## src/rtl/clint_timer.sv

```systemverilog
// clint_timer: single-hart CLINT with msip, mtimecmp and a prescaled mtime.
// One-cycle valid/ready register port; mtip is registered from mtime >= mtimecmp.
module clint_timer #(
  parameter logic [31:0] clint_base_addr = 32'h2000000,
  parameter int unsigned clock_divider   = 100
) (
  input  logic        clock,
  input  logic        reset,
  input  logic        clint_valid,
  input  logic        clint_instr,
  input  logic [31:0] clint_addr,
  input  logic [31:0] clint_wdata,
  input  logic [3:0]  clint_wstrb,
  output logic [31:0] clint_rdata,
  output logic        clint_ready,
  output logic        clint_msip,
  output logic        clint_mtip,
  output logic [63:0] clint_mtime
);

  localparam int unsigned PW =
    (clock_divider > 1) ? $clog2(clock_divider) : 1;
  localparam logic [PW-1:0] TC = PW'(clock_divider - 1);

  localparam logic [13:0] W_MSIP  = 14'h0000;
  localparam logic [13:0] W_CMPLO = 14'h1000;
  localparam logic [13:0] W_CMPHI = 14'h1001;
  localparam logic [13:0] W_MTLO  = 14'h2FFE;
  localparam logic [13:0] W_MTHI  = 14'h2FFF;

  logic          msip_q, msip_d;
  logic [63:0]   cmp_q, cmp_d;
  logic [63:0]   mtime_q, mtime_d;
  logic [PW-1:0] pre_q, pre_d;
  logic          mtip_q, mtip_d;
  logic          ready_q, ready_d;
  logic [31:0]   rdata_q, rdata_d;

  logic [15:0] off;
  logic [13:0] widx;
  logic        wr;
  logic        tick;
  logic [31:0] rd_val;
  logic        unused_ok;

  assign off       = clint_addr[15:0] - clint_base_addr[15:0];
  assign widx      = off[15:2];
  assign unused_ok = ^{clint_addr[31:16], off[1:0]};
  assign wr        = clint_valid & ~clint_instr & (|clint_wstrb);
  assign tick      = (pre_q == TC);

  function automatic logic [31:0] merge(
    input logic [31:0] old,
    input logic [31:0] wd,
    input logic [3:0]  strb
  );
    logic [31:0] r;
    r = old;
    for (int k = 0; k < 4; k++)
      if (strb[k]) r[8*k +: 8] = wd[8*k +: 8];
    return r;
  endfunction

  // Read mux: register value before this cycle's tick or write.
  always_comb begin
    rd_val = 32'h0;
    case (widx)
      W_MSIP:  rd_val = {31'h0, msip_q};
      W_CMPLO: rd_val = cmp_q[31:0];
      W_CMPHI: rd_val = cmp_q[63:32];
      W_MTLO:  rd_val = mtime_q[31:0];
      W_MTHI:  rd_val = mtime_q[63:32];
      default: rd_val = 32'h0;
    endcase
  end

  // Next state: prescaler tick, then writes override the mtime increment.
  always_comb begin
    msip_d  = msip_q;
    cmp_d   = cmp_q;
    mtime_d = mtime_q;
    pre_d   = tick ? '0 : pre_q + 1'b1;
    if (tick) mtime_d = mtime_q + 64'd1;
    if (wr) begin
      case (widx)
        W_MSIP:
          if (clint_wstrb[0]) msip_d = clint_wdata[0];
        W_CMPLO:
          cmp_d[31:0] = merge(cmp_q[31:0], clint_wdata, clint_wstrb);
        W_CMPHI:
          cmp_d[63:32] = merge(cmp_q[63:32], clint_wdata, clint_wstrb);
        W_MTLO:
          mtime_d = {mtime_q[63:32],
                     merge(mtime_q[31:0], clint_wdata, clint_wstrb)};
        W_MTHI:
          mtime_d = {merge(mtime_q[63:32], clint_wdata, clint_wstrb),
                     mtime_q[31:0]};
        default: ;
      endcase
    end
    mtip_d  = (mtime_q >= cmp_q);
    ready_d = clint_valid;
    rdata_d = (clint_valid && !clint_instr) ? rd_val : 32'h0;
  end

  // State registers; reset aborts any pending response.
  always_ff @(posedge clock or negedge reset) begin
    if (!reset) begin
      msip_q  <= 1'b0;
      cmp_q   <= 64'hFFFF_FFFF_FFFF_FFFF;
      mtime_q <= 64'h0;
      pre_q   <= '0;
      mtip_q  <= 1'b0;
      ready_q <= 1'b0;
      rdata_q <= 32'h0;
    end else begin
      msip_q  <= msip_d;
      cmp_q   <= cmp_d;
      mtime_q <= mtime_d;
      pre_q   <= pre_d;
      mtip_q  <= mtip_d;
      ready_q <= ready_d;
      rdata_q <= rdata_d;
    end
  end

  assign clint_rdata = rdata_q;
  assign clint_ready = ready_q;
  assign clint_msip  = msip_q;
  assign clint_mtip  = mtip_q;
  assign clint_mtime = mtime_q;

endmodule

```

## config.mk

```make
export PLATFORM = sky130hd
export DESIGN_NAME = clint_timer
export DESIGN_NICKNAME = d
export VERILOG_FILES = /design/src/rtl/clint_timer.sv
export SDC_FILE = /design/constraint.sdc
export NUM_CORES = 1
export LEC_CHECK = 0
export BUFFER_PORTS_ARGS = -buffer_cell sky130_fd_sc_hd__buf_2
export CAP_MARGIN = 15
export CORE_MARGIN = 2
export CORE_UTILIZATION = 29
export DETAILED_ROUTE_END_ITERATION = 6
export MAX_ROUTING_LAYER = met4
export PLACE_DENSITY_LB_ADDON = 0.12
export SLEW_MARGIN = 20
export SYNTH_ARGS = -nofsm -noshare
export SYNTH_HDL_FRONTEND = slang
export SYNTH_SLANG_ARGS = --single-unit
```

## constraint.sdc

```tcl
create_clock -name clock -period 2.7 [get_ports clock]
set_input_delay 0.135 -clock clock [delete_from_list [all_inputs] [get_ports clock]]
set_output_delay 0.135 -clock clock [all_outputs]
set_load 0.05 [all_outputs]
```

==> metrics.txt <==
Tmin final 2.57 ns; grt total ovfl 0; Initial Util 0.293; PD cells ~400 mW/mm^2; Num CTS Buffers 17; clock root cell clkbuf_16; drt pass-1 iters 7; top area cells in the synthesized netlist dfrtp_1 26%, dfstp_2 16%, ha_1 8.0%, nor2_1 5.3%, mux2_2 3.9%; share of cells above drive strength 1 0.291; vias in the first global route between 9000 and 10000; status finished clean; worst rel slew slack 0.512; Multi-input gate area 0.00554 mm^2; CTS clk-pin slew, worst paths 0.07 ns; Post-Syn Nets around 1300; Unique masters post-synth 64; Die Width between 150 and 200 um; post-route ant nets 0; post-layout net count about 1500; Die Y slightly below 200 um; Clk Latency, worst-skew pair 0.46 ns; synthesized cell area between 0.01 and 0.015 mm^2; clock sink count between 150 and 200; Syn-to-layout area delta 27.7%; Synth Warn # 0; IO Count 171; Critical Path RT about 3.0 ns; total power roughly 5300 uW; Worst EP arrival 2.89 ns; Port Buf Inserts 152; die area ~0.037 mm^2; Max-Cap Viols 0; Worst-Margin Slew between 0.7 and 0.8 ns; Mapped Cells 1140; setup violators final 0; TritonCTS clock tree yes; GPL Wtd Cong between 0.8 and 0.9; fillcell total about 3700; first-pass GRT wire length 60500 um; clk_skew around 0.016 ns; H-tree depth 4; Slew Viols, Final 0; Leak between 0.005 and 0.006 uW; # placed instances 1806; leading area contributor after synthesis dfrtp_1; initial DRC count ~740; number of flops mapped to enable cells by yosys 0; routed len/inst between 20 and 25 um; worst-case clock buffer depth 2; Final Hold Viols 0; #FFs+latches synth 170; Final Cycle Share 0.952; FFs w/ async S/R, synth 1.00; DRC violations left 0; Peak Freq roughly 390 MHz; FF-to-FF setup slack 0.13 ns; largest net degree at the start of global routing 55; Seq/Total Area, Yosys 0.418; Sequential Area between 0.004 and 0.005 mm^2; initial antenna violation count 1; Most used DFF post-synth dfrtp_1; CP Capture Type flip-flop; GRT Util Overall 0.225; synthesized area per cell between 9 and 10 um^2; Yosys top cell area share 0.256; VDD IR max 451 uV; final wirelength between 30000 and 40000 um; kind of critical path flip-flop to flip-flop; Core ar. 0.0354 mm^2; worst min path class input port to flip-flop; crit-path max FO 3; CP Launch Type flip-flop; filler-free cell count of the finished design about 1900; Post-DP HPWL ~30000 um; Via Count between 9000 and 10000; vias per cell 5.33; cell row count between 60 and 70
[metrics by stage]
stage	setup WS (ns)	area [um^2]	hold WS, ns	utilization	TNS, ns
after global placement	0.115	12300	0.148	0.348	0
after CTS	0.0506	13200	0.00238	0.373	0
after floorplan	0.269	10400	-0.161	-	0
after detailed placement	0.0599	12300	0.151	0.348	0
final	0.130	13200	0.0140	0.374	0
after global routing	-0.00499	13200	0.0271	0.374	-0.00499
[layer usage]
| metal | part of all wire | GRT usage | up-vias |
|---|---|---|---|
| met4 | 0.019 | 0.0621 | 0 |
| met3 | 0.042 | 0.0348 | 43 |
| met5 | 0 | - | - |
| met1 | 0.47 | 0.299 | 4937 |
| li1 | - | - | 4724 |
| met2 | 0.47 | 0.356 | 271 |
[sequential cells by signal, indices dropped and copies added, names as in the netlist]
name and count:
clint_rdata 32, clint_msip 1, clint_mtime 64, cmp_q 64, clint_mtip 1, clint_ready 1
pre_q 7
[worst max-delay path: stages, from the launching register on]
cell and delay [ns]:
dfstp_2 0.55, ha_1 0.21, nand2b_1 0.16, a2111oi_1 0.42
buf_4 0.18, o31ai_1 0.16, a31o_2 0.31, a311oi_1 0.32
o21ai_0 0.12
[placed cells by master (no fill, tap or decap), drive strengths merged, types with 4 or more instances in the layout]
cell / count
a221oi: 34
nor2b: 4
o21ai: 71
mux2: 36
o31ai: 7
nand2b: 6
or3: 4
ha: 66
buf: 253
a311oi: 16
o22ai: 12
dfrtp: 106
a31oi: 5
nand3: 42
and3: 16
a21oi: 62
nor4: 18
and4: 13
nand4: 26
and2: 4
or2: 5
o32ai: 5
o21a: 9
inv: 81
dlygate4sd3: 33
a211oi: 26
clkbuf: 19
mux2i: 34
nor3: 40
clkinv: 6
o41ai: 8
nor2: 150
dfstp: 64
nand2: 98
[power breakdown]
part | internal, uW | total [uW] | switching [uW]
sequential | 2550 | 2550 | 1.45
clock | 1330 | 2500 | 1170
combinational | 97.5 | 271 | 173
[cells by family (layout without fill, tap and decap cells)]
| family | Yosys count | in the layout | synth area share |
|---|---|---|---|
| AND/OR/NAND/NOR | 433 | 433 | 0.202 |
| adder cells (fa/ha/maj) | 66 | 66 | 0.0797 |
| other | 0 | 1 | 0 |
| AO/OA/AOI/OAI | 273 | 273 | 0.175 |
| XOR/XNOR | 3 | 3 | 0.00254 |
| flip-flops | 170 | 170 | 0.418 |
| buffers and inverters | 125 | 395 | 0.0501 |
| multiplexers | 70 | 70 | 0.0720 |
[synthesized netlist by cell type (30+ instances only)]
master / instances
mux2_2: 36
o21ai_0: 69
nand2_1: 98
inv_1: 76
a221oi_1: 34
dfrtp_1: 106
nor3_1: 34
ha_1: 66
dfstp_2: 64
a21oi_1: 62
nand3_1: 41
nor2_1: 146
mux2i_1: 34
clkbuf_1: 30
[what timing repair did]
action / CTS / global route
hold buffers: 33 / 0
buffers inserted: 0 / 0
resized for setup: 0 / 2
endpoints found under the setup margin: 0 / 2
hold endpoints to repair: 89 / 0
[area by class of cell]
cell class	count	area share
Inverter	77	0.0218
Tap cell	461	0.0436
Multi-Input combinational cell	845	0.419
Timing Repair Buffer	286	0.145
Clock inverter	13	0.00889
Sequential cell	170	0.328
Clock buffer	19	0.0342
Antenna cell	1	0.000189
[final timing paths]
check                                             to  cells after the start                  from
min                            cmp_q[32]$_DFFE_PN1P_                      2        clint_wdata[0]
max in group asynchronous      cmp_q[63]$_DFFE_PN1P_                      3                 reset
min in group asynchronous  clint_rdata[13]$_DFF_PN0_                      2                 reset
max reg2reg                     clint_mtip$_DFF_PN0_                      8  cmp_q[0]$_DFFE_PN1P_
max                             clint_mtip$_DFF_PN0_                      8  cmp_q[0]$_DFFE_PN1P_
min reg2reg                       pre_q[0]$_DFF_PN0_                      1    pre_q[0]$_DFF_PN0_
Note: power is estimated with default switching activity, not from simulation.
